## src/rtl/fetch_pkg.sv

```systemverilog
// Shared definitions for the instruction fetch unit: state encoding,
// reset/step defaults, buffer depth and a word-alignment helper.
package fetch_pkg;

    typedef enum logic [1:0] {
        FETCH = 2'd0,
        FULL  = 2'd1,
        DROP  = 2'd2
    } fetch_state_t;

    localparam logic [31:0] RESET_PC_DEFAULT = 32'h0000_0000;
    localparam int          PC_STEP_DEFAULT  = 4;
    localparam int          FIFO_DEPTH       = 2;
    localparam int          COUNT_W          = $clog2(FIFO_DEPTH + 1);

    function automatic logic [31:0] align_word(input logic [31:0] addr);
        return {addr[31:2], 2'b00};
    endfunction

endpackage

```

## src/rtl/fetch_buffer.sv

```systemverilog
// Two-entry {pc, instruction} buffer; entry 0 is always the head so the
// head output comes straight from a register.
module fetch_buffer
    import fetch_pkg::*;
(
    input  logic               i_clk,
    input  logic               i_rst_n,
    input  logic               i_push,
    input  logic               i_pop,
    input  logic               i_flush,
    input  logic [63:0]        i_din,
    output logic [63:0]        o_head,
    output logic [COUNT_W-1:0] o_count
);

    logic [63:0]        r_ent0;
    logic [63:0]        r_ent1;
    logic [COUNT_W-1:0] r_count;

    // Shift-style storage update; flush only clears occupancy.
    always_ff @(posedge i_clk) begin
        if (!i_rst_n) begin
            r_ent0  <= 64'd0;
            r_ent1  <= 64'd0;
            r_count <= '0;
        end else if (i_flush) begin
            r_count <= '0;
        end else begin
            case ({i_push, i_pop})
                2'b10: begin
                    if (r_count == COUNT_W'(0)) begin
                        r_ent0 <= i_din;
                    end else begin
                        r_ent1 <= i_din;
                    end
                    r_count <= r_count + COUNT_W'(1);
                end
                2'b01: begin
                    r_ent0  <= r_ent1;
                    r_count <= r_count - COUNT_W'(1);
                end
                2'b11: begin
                    if (r_count == COUNT_W'(1)) begin
                        r_ent0 <= i_din;
                    end else begin
                        r_ent0 <= r_ent1;
                        r_ent1 <= i_din;
                    end
                end
                default: begin
                    r_count <= r_count;
                end
            endcase
        end
    end

    assign o_head  = r_ent0;
    assign o_count = r_count;

endmodule

```

## src/rtl/fetch_unit.sv

```systemverilog
// Instruction fetch unit: single outstanding memory request, two-entry
// prefetch buffer to decode, branch redirect with in-flight response drop.
module fetch_unit
    import fetch_pkg::*;
#(
    parameter logic [31:0] RESET_PC = RESET_PC_DEFAULT,
    parameter int          PC_STEP  = PC_STEP_DEFAULT
) (
    input  logic        clk,
    input  logic        reset,
    output logic [31:0] in_mem_addr,
    output logic        in_mem_en,
    input  logic [31:0] in_mem,
    input  logic        in_mem_valid,
    output logic [31:0] instruction,
    output logic [31:0] instr_pc,
    output logic        instr_valid,
    input  logic        decode_ready,
    input  logic        branch_taken,
    input  logic [31:0] branch_target
);

    localparam logic [31:0] STEP = 32'(PC_STEP);

    fetch_state_t       r_state;
    logic [31:0]        r_fetch_pc;
    logic [31:0]        r_mem_addr;
    logic               r_mem_en;

    logic [COUNT_W-1:0] w_count;
    logic [63:0]        w_head;
    logic               w_accept;
    logic               w_pop;
    logic               w_push;
    logic [31:0]        w_target;
    logic [31:0]        w_next_pc;

    assign w_accept  = r_mem_en & in_mem_valid;
    assign w_pop     = instr_valid & decode_ready & ~branch_taken;
    assign w_push    = w_accept & (r_state == FETCH) & ~branch_taken;
    assign w_target  = align_word(branch_target);
    assign w_next_pc = r_fetch_pc + STEP;

    fetch_buffer u_buffer (
        .i_clk   (clk),
        .i_rst_n (reset),
        .i_push  (w_push),
        .i_pop   (w_pop),
        .i_flush (branch_taken),
        .i_din   ({r_fetch_pc, in_mem}),
        .o_head  (w_head),
        .o_count (w_count)
    );

    // Request/redirect state machine; redirect overrides every other transition.
    always_ff @(posedge clk) begin
        if (!reset) begin
            r_state    <= FETCH;
            r_fetch_pc <= RESET_PC;
            r_mem_addr <= RESET_PC;
            r_mem_en   <= 1'b0;
        end else if (branch_taken) begin
            r_fetch_pc <= w_target;
            if (r_mem_en && !in_mem_valid) begin
                // The old request must still complete before retargeting.
                r_state <= DROP;
            end else begin
                r_state    <= FETCH;
                r_mem_en   <= 1'b1;
                r_mem_addr <= w_target;
            end
        end else begin
            case (r_state)
                FETCH: begin
                    if (w_accept) begin
                        r_fetch_pc <= w_next_pc;
                        if ((w_count == COUNT_W'(FIFO_DEPTH - 1)) && !w_pop) begin
                            r_state  <= FULL;
                            r_mem_en <= 1'b0;
                        end else begin
                            r_mem_en   <= 1'b1;
                            r_mem_addr <= w_next_pc;
                        end
                    end else begin
                        r_mem_en   <= 1'b1;
                        r_mem_addr <= r_fetch_pc;
                    end
                end
                FULL: begin
                    if (w_pop) begin
                        r_state    <= FETCH;
                        r_mem_en   <= 1'b1;
                        r_mem_addr <= r_fetch_pc;
                    end else begin
                        r_mem_en <= 1'b0;
                    end
                end
                DROP: begin
                    if (in_mem_valid) begin
                        r_state    <= FETCH;
                        r_mem_en   <= 1'b1;
                        r_mem_addr <= r_fetch_pc;
                    end else begin
                        r_mem_en <= 1'b1;
                    end
                end
                default: begin
                    r_state  <= FETCH;
                    r_mem_en <= 1'b0;
                end
            endcase
        end
    end

    assign in_mem_addr = r_mem_addr;
    assign in_mem_en   = r_mem_en;
    assign instr_valid = (w_count != COUNT_W'(0));
    assign instr_pc    = w_head[63:32];
    assign instruction = w_head[31:0];

endmodule

```

## config.mk

```make
export PLATFORM = sky130hd
export DESIGN_NAME = fetch_unit
export DESIGN_NICKNAME = d
export VERILOG_FILES = /design/src/rtl/fetch_pkg.sv /design/src/rtl/fetch_buffer.sv /design/src/rtl/fetch_unit.sv
export SDC_FILE = /design/constraint.sdc
export NUM_CORES = 1
export LEC_CHECK = 0
export BUFFER_PORTS_ARGS = -buffer_cell sky130_fd_sc_hd__buf_2
export CAP_MARGIN = 20
export CORE_ASPECT_RATIO = 0.8
export CORE_UTILIZATION = 48
export CTS_CLUSTER_DIAMETER = 40
export DETAILED_ROUTE_END_ITERATION = 6
export PLACE_DENSITY = 0.73
export SLEW_MARGIN = 30
export SYNTH_ARGS = -nofsm -noshare
export SYNTH_HDL_FRONTEND = slang
export SYNTH_HIERARCHICAL = 1
export SYNTH_SLANG_ARGS = --single-unit
```

## constraint.sdc

```tcl
create_clock -name clk -period 7.1 [get_ports clk]
set_clock_uncertainty 0.05 [all_clocks]
set_input_delay 1.42 -clock clk [delete_from_list [all_inputs] [get_ports clk]]
set_output_delay 1.42 -clock clk [all_outputs]
set_load 0.01 [all_outputs]
```

# Word level (Yosys, flattened, before mapping)
# Cells that the tools add are included.
[word_totals] latch_bits=0 rom_bits=0 output_inout_bits=98 inputBits=69 reg_bits=197 ramBits=0 n_memories=0
[op_classes] addsub=3 magnitude_cmp=0 n_mul=0 div=0 n_mux=30 eq_ne=15 n_reduce_logical=20 bitwise=7 shifts=0
[ops] cell="2-to-1 mux 32 bit" count=9
[ops] cell="2-to-1 mux 64 bit" count=4
[ops] cell="one-hot mux 64 bit (3 select lines)" count=1
[ops] cell="one-hot mux 64 bit (2 select lines)" count=1
[ops] cell="one-hot mux 32 bit (3 select lines)" count=1
[ops] cell="adder 32 x 3 -> 32 bit, second input constant" count=1
[ops] cell="2-to-1 mux 2 bit" count=6
[ops] cell="nonzero test 2 bit" count=5
[ops] cell="AND reduction 4 bit" count=2
[ops] cell="equality test 2 x 1 -> 1 bit, second input constant" count=3
[ops] cell="equality test 2 bit, second input constant" count=3
[ops] cell="inequality test 2 bit, second input constant" count=3
[ops] cell="inequality test 3 x 2 -> 1 bit, second input constant" count=2
[ops] cell="inequality test 3 bit, second input constant" count=2
[ops] cell="one-hot mux 2 bit (3 select lines)" count=1
[ops] cell="AND 1 bit" count=5
[ops] cell="2-to-1 mux 1 bit" count=5
[ops] cell="AND reduction 5 bit" count=1
[ops] cell="logical NOT 2 bit" count=2
[ops] cell="inequality test 4 bit, second input constant" count=1
[ops] cell="one-hot mux 2 bit (2 select lines)" count=1
[ops] cell="AND reduction 2 bit" count=2
[ops] cell="nonzero test 4 bit" count=1
[ops] cell="one-hot mux 1 bit (3 select lines)" count=1
[ops] cell="9 further kinds" count=12

# Longest topological paths before layout
[depth] depth_word=9 ltp_mapped=13 depth_no_buf=9

# By module
# Netlist, hierarchy kept.
[by_module_without_submodules] module="fetch_buffer" cells_per_inst=711 instances=1 area_per_inst_um2=6247.2
[by_module_without_submodules] module="fetch_unit" cells_per_inst=478 instances=1 area_per_inst_um2=3918.8

# Least setup slack after synthesis
# No wires, ideal clock.
[synth_path] path_kind="in2reg" from="input branch_taken" to="register u_buffer.r_ent0[57], in the netlist u_buffer/o_head[57]" setup_ns=0.141 arrival_time_ns=3.474 path_buffers=4 stages=9 slack_ns=3.436 required_time_ns=6.909 cell_sequence="clkbuf_1 -> buf_1 -> clkbuf_1 -> nor2_1 -> ha_1 -> and2b_1 -> nor3_4 -> buf_2 -> a311oi_2"
[synth_via] elab_chain_len=5 elab_cells_between_ends=10
[synth_rtl] item="start: declaration" line_no="fetch_unit.sv:19" text="input logic branch_taken,"
[synth_rtl] item="inverter 1 bit (no line) (*)"
[synth_rtl] item="AND 1 bit (*)" line_no="fetch_unit.sv:40" text="assign w_push = w_accept & (r_state == FETCH) & ~branch_taken;"
[synth_rtl] item="via w_push" line_no="fetch_unit.sv:34" text="logic w_push;"
[synth_rtl] item="equality test 2 bit / equality test 2 x 1 -> 1 bit (equally long branches)" line_no="fetch_buffer.sv:29" text="case ({i_push, i_pop})"
[synth_rtl] item="inequality test 2 x 1 -> 1 bit (no line) / nonzero test 3 bit (equally long branches)"
[synth_rtl] item="AND reduction 3 bit (no line)"
[synth_rtl] item="end signal: assignment" line_no="fetch_buffer.sv:32" text="r_ent0 <= i_din;"
[synth_rtl] item="end signal: assignment" line_no="fetch_buffer.sv:39" text="r_ent0 <= r_ent1;"
[synth_rtl] item="end signal: assignment" line_no="fetch_buffer.sv:44" text="r_ent0 <= i_din;"
[synth_rtl] item="end: declaration" line_no="fetch_buffer.sv:16" text="logic [63:0] r_ent0;"
# The timed path passes the listed nets; every way through them passes the cells marked *.
# A chain may end at the register's enable or synchronous reset.

# Worst setup path in the final report
[layout_path] from="input in_mem_valid" to="register u_buffer.r_ent0[60], in the netlist u_buffer/o_head[60]"
[layout_via] elab_chain_len=6 elab_cells_between_ends=10
[layout_rtl] item="start: declaration" line_no="fetch_unit.sv:14" text="input logic in_mem_valid,"
[layout_rtl] item="AND 1 bit (*)" line_no="fetch_unit.sv:38" text="assign w_accept = r_mem_en & in_mem_valid;"
[layout_rtl] item="AND 1 bit (*) (2 in a row)" line_no="fetch_unit.sv:40"
[layout_rtl] item="via w_push" line_no="fetch_unit.sv:34"
[layout_rtl] item="equality test 2 bit / equality test 2 x 1 -> 1 bit (equally long branches)" line_no="fetch_buffer.sv:29"
[layout_rtl] item="inequality test 2 x 1 -> 1 bit (no line) / nonzero test 3 bit (equally long branches)"
[layout_rtl] item="AND reduction 3 bit (no line)"
# Marked as above.

==> metrics.txt <==
status complete, no violations; synth-to-layout area growth 11.9%; Slew @ Worst Pin 0.881 ns; P_leak between 4 and 5 nW; worst flop-to-flop path startpoint r_state[0]; vias per cell ~6.5; drt first pass iters 5; Mapped Cells approximately 1200; clock sinks a little under 200; core area slightly above 20000 sq um; Pwr Density roughly 210 nW/um^2; crit-path max FO 66; Max rail drop VDD approximately 0.15 mV; post-synthesis async set-or-reset flop share 0%; Routed WL between 30000 and 40000 um; number of core rows 47; detailed placement HPWL approximately 19000 um; f_max about 230 MHz; final period utilization between 60% and 70%; H-tree depth 4; antenna cells 0; hold depth 2; #FFs+latches synth about 190; worst endpoint data arrival time between 4 and 5 ns; global placer's final weighted congestion between 0.8 and 0.9; post-route DRC violation count 0; final instance area between 10000 and 15000 sq um; Vias ~9900; Iteration-0 DRC Markers 992; number of port buffers between 150 and 200; setup TNS 0 ns; Power Total ~0.0024 W; post-synth cell types 74; Routed wire per std cell 19.8 um; Setup crit start kind input port; max-slew violation count 0; CTS root buf clkbuf_16; r2r setup slk 3.14 ns; Post-Syn Area per Cell 8.55 sq um; RSZ-0062 raised after global routing no; post-synthesis sequential area ratio a little under two fifths; endpoint class of the critical path flip-flop; share of layout cells above drive strength 1 20.2%; Starting Density roughly half; dpl cell area between 10000 and 15000 sq um; Die Y 132 um; # Post-CTS Setup Buffers 0; initial antenna violation count 0; Yosys Warn Count 6; vias in the first global route about 9100; die area 21800 sq um; fin nets roughly 1300; Tmin final about 4.4 ns; min-delay src in_mem_addr[30]; final hold vios 0; io pins around 170; antenna-violating nets left 0; largest net degree at the start of global routing slightly above 100; hold crit path type reg -> reg; Main synth FF type dfxtp_1; Global Route Usage Sum between 20% and 30%; Max clock buf depth 2; hold_buf cts 0; worst r2r dst u_buffer/o_head[60]; Post-synth EDFFs 0; CTS tree yes; most common cell after layout, fill and taps aside dfxtp_1; Num CTS Buffers 17; MaxCap Viol Count 0; cells along the critical path buf_2, nand3_1, nor2_1, inv_1, ha_2, buf_4, nand2b_2, buf_4, nand3_1, a311oi_2; CP max stage delay about 0.56 ns; Worst path slowest cell buf_4; CP required approximately 7.4 ns; post-cts sizing count 0; GR Overflow Total 0; clk_lat worst skew around 0.44 ns; first-pass GRT wire length about 48000 um; R2R depth 11; Die X-Extent 165 um; post-synthesis instance area around 10000 sq um; Worst-path clk slew around 0.07 ns; final setup fails 0; commonest non-fill, non-tap cells in the layout 193 x dfxtp_1, 163 x buf_2, 162 x a21oi_1; Slew HR about two fifths; critical setup path kind in -> reg; Hold Path Sink in_mem_addr[30]
-- metrics by stage --
stage / hold WS [ns] / std cells / setup WS (ns) / util (%)
3_3_place_gp: 0.401 / 1503 / 2.41 / 51.8
3_5_place_dp: 0.406 / 1506 / 2.42 / 52.2
5_1_grt: 0.427 / 1539 / 2.52 / 54.9
2_1_floorplan: 0.395 / 1194 / 3.44 / -
4_1_cts: 0.416 / 1538 / 2.85 / 54.9
6_report: 0.414 / 1539 / 2.74 / 54.9
-- critical path: cells and delay by family --
family	cells	cell delay, ns
AND/OR/NAND/NOR	4	1.50
adder cells (fa/ha/maj)	1	0.19
AO/OA/AOI/OAI	1	0.30
buffers and inverters	4	1.20
-- sequential cells by signal, indices dropped and copies added, names as in the netlist --
name              flops
in_mem_en             1
in_mem_addr          30
u_buffer/r_ent1      64
u_buffer/o_count      2
r_fetch_pc           30
u_buffer/o_head      64
r_state               2
-- logic make-up (layout without fill, tap and decap cells) --
kind of cell	after synthesis	after routing	share of synthesized area [%]
AO/OA/AOI/OAI	504	504	32.9
other	1	6	0.0369
XOR/XNOR	40	40	3.45
flip-flops	193	193	38.0
adder cells (fa/ha/maj)	12	12	1.48
multiplexers	4	4	0.418
buffers and inverters	154	230	8.28
AND/OR/NAND/NOR	281	281	15.4
-- layout make-up --
| type | count | area [sq um] |
|---|---|---|
| inverters | 12 | 47.5 |
| fillers | 1922 | 9330 |
| flip-flops and latches | 193 | 3860 |
| clock buffers | 18 | 439 |
| clock inverters | 14 | 120 |
| repair buffers | 186 | 1050 |
| multi-input cells | 847 | 5510 |
| well taps | 269 | 337 |
-- where the power goes --
part / internal [W] / total (W) / switching, W
sequential: 0.00113 / 0.00118 / 0.0000515
clock: 0.000471 / 0.000929 / 0.000458
combinational: 0.000105 / 0.000278 / 0.000173
-- per-layer routing --
layer	vias up	share of wire, %	GRT usage, %
met2	495	44	40.6
met5	-	0	0
met3	33	9.5	5.82
met1	4747	45	39.9
li1	4669	-	-
met4	0	1.4	8.31
-- cells in the mapped netlist (16+ instances only) --
library cell  instances  area, sq um
a21oi_1             162          811
a311oi_1             57          499
buf_2                60          300
buf_4                21          158
clkbuf_1             46          173
dfxtp_1             193         3860
nand2_1              39          146
nand2b_1             23          144
nand3_1              94          470
nand4_1              22          138
nor2_1               22         82.6
nor3_1               16         80.1
o211ai_1             71          533
o21ai_0              85          425
o31ai_1              77          578
xnor2_1              17          149
xor2_1               23          201
-- worst max-delay path by stage --
| stage | start | end | depth (start not counted) |
|---|---|---|---|
| 6_report | in_mem_valid | u_buffer/o_head[60] | 10 |
| 5_1_grt | in_mem_valid | u_buffer/o_head[58] | 10 |
| 4_1_cts | in_mem_valid | u_buffer/o_head[60] | 10 |
| 3_5_place_dp | in_mem_valid | u_buffer/o_head[60] | 10 |
| 3_3_place_gp | in_mem_valid | u_buffer/r_ent1[7] | 8 |
| 2_1_floorplan | branch_taken | u_buffer/o_head[57] | 9 |
Note: power is estimated with default switching activity, not from simulation.
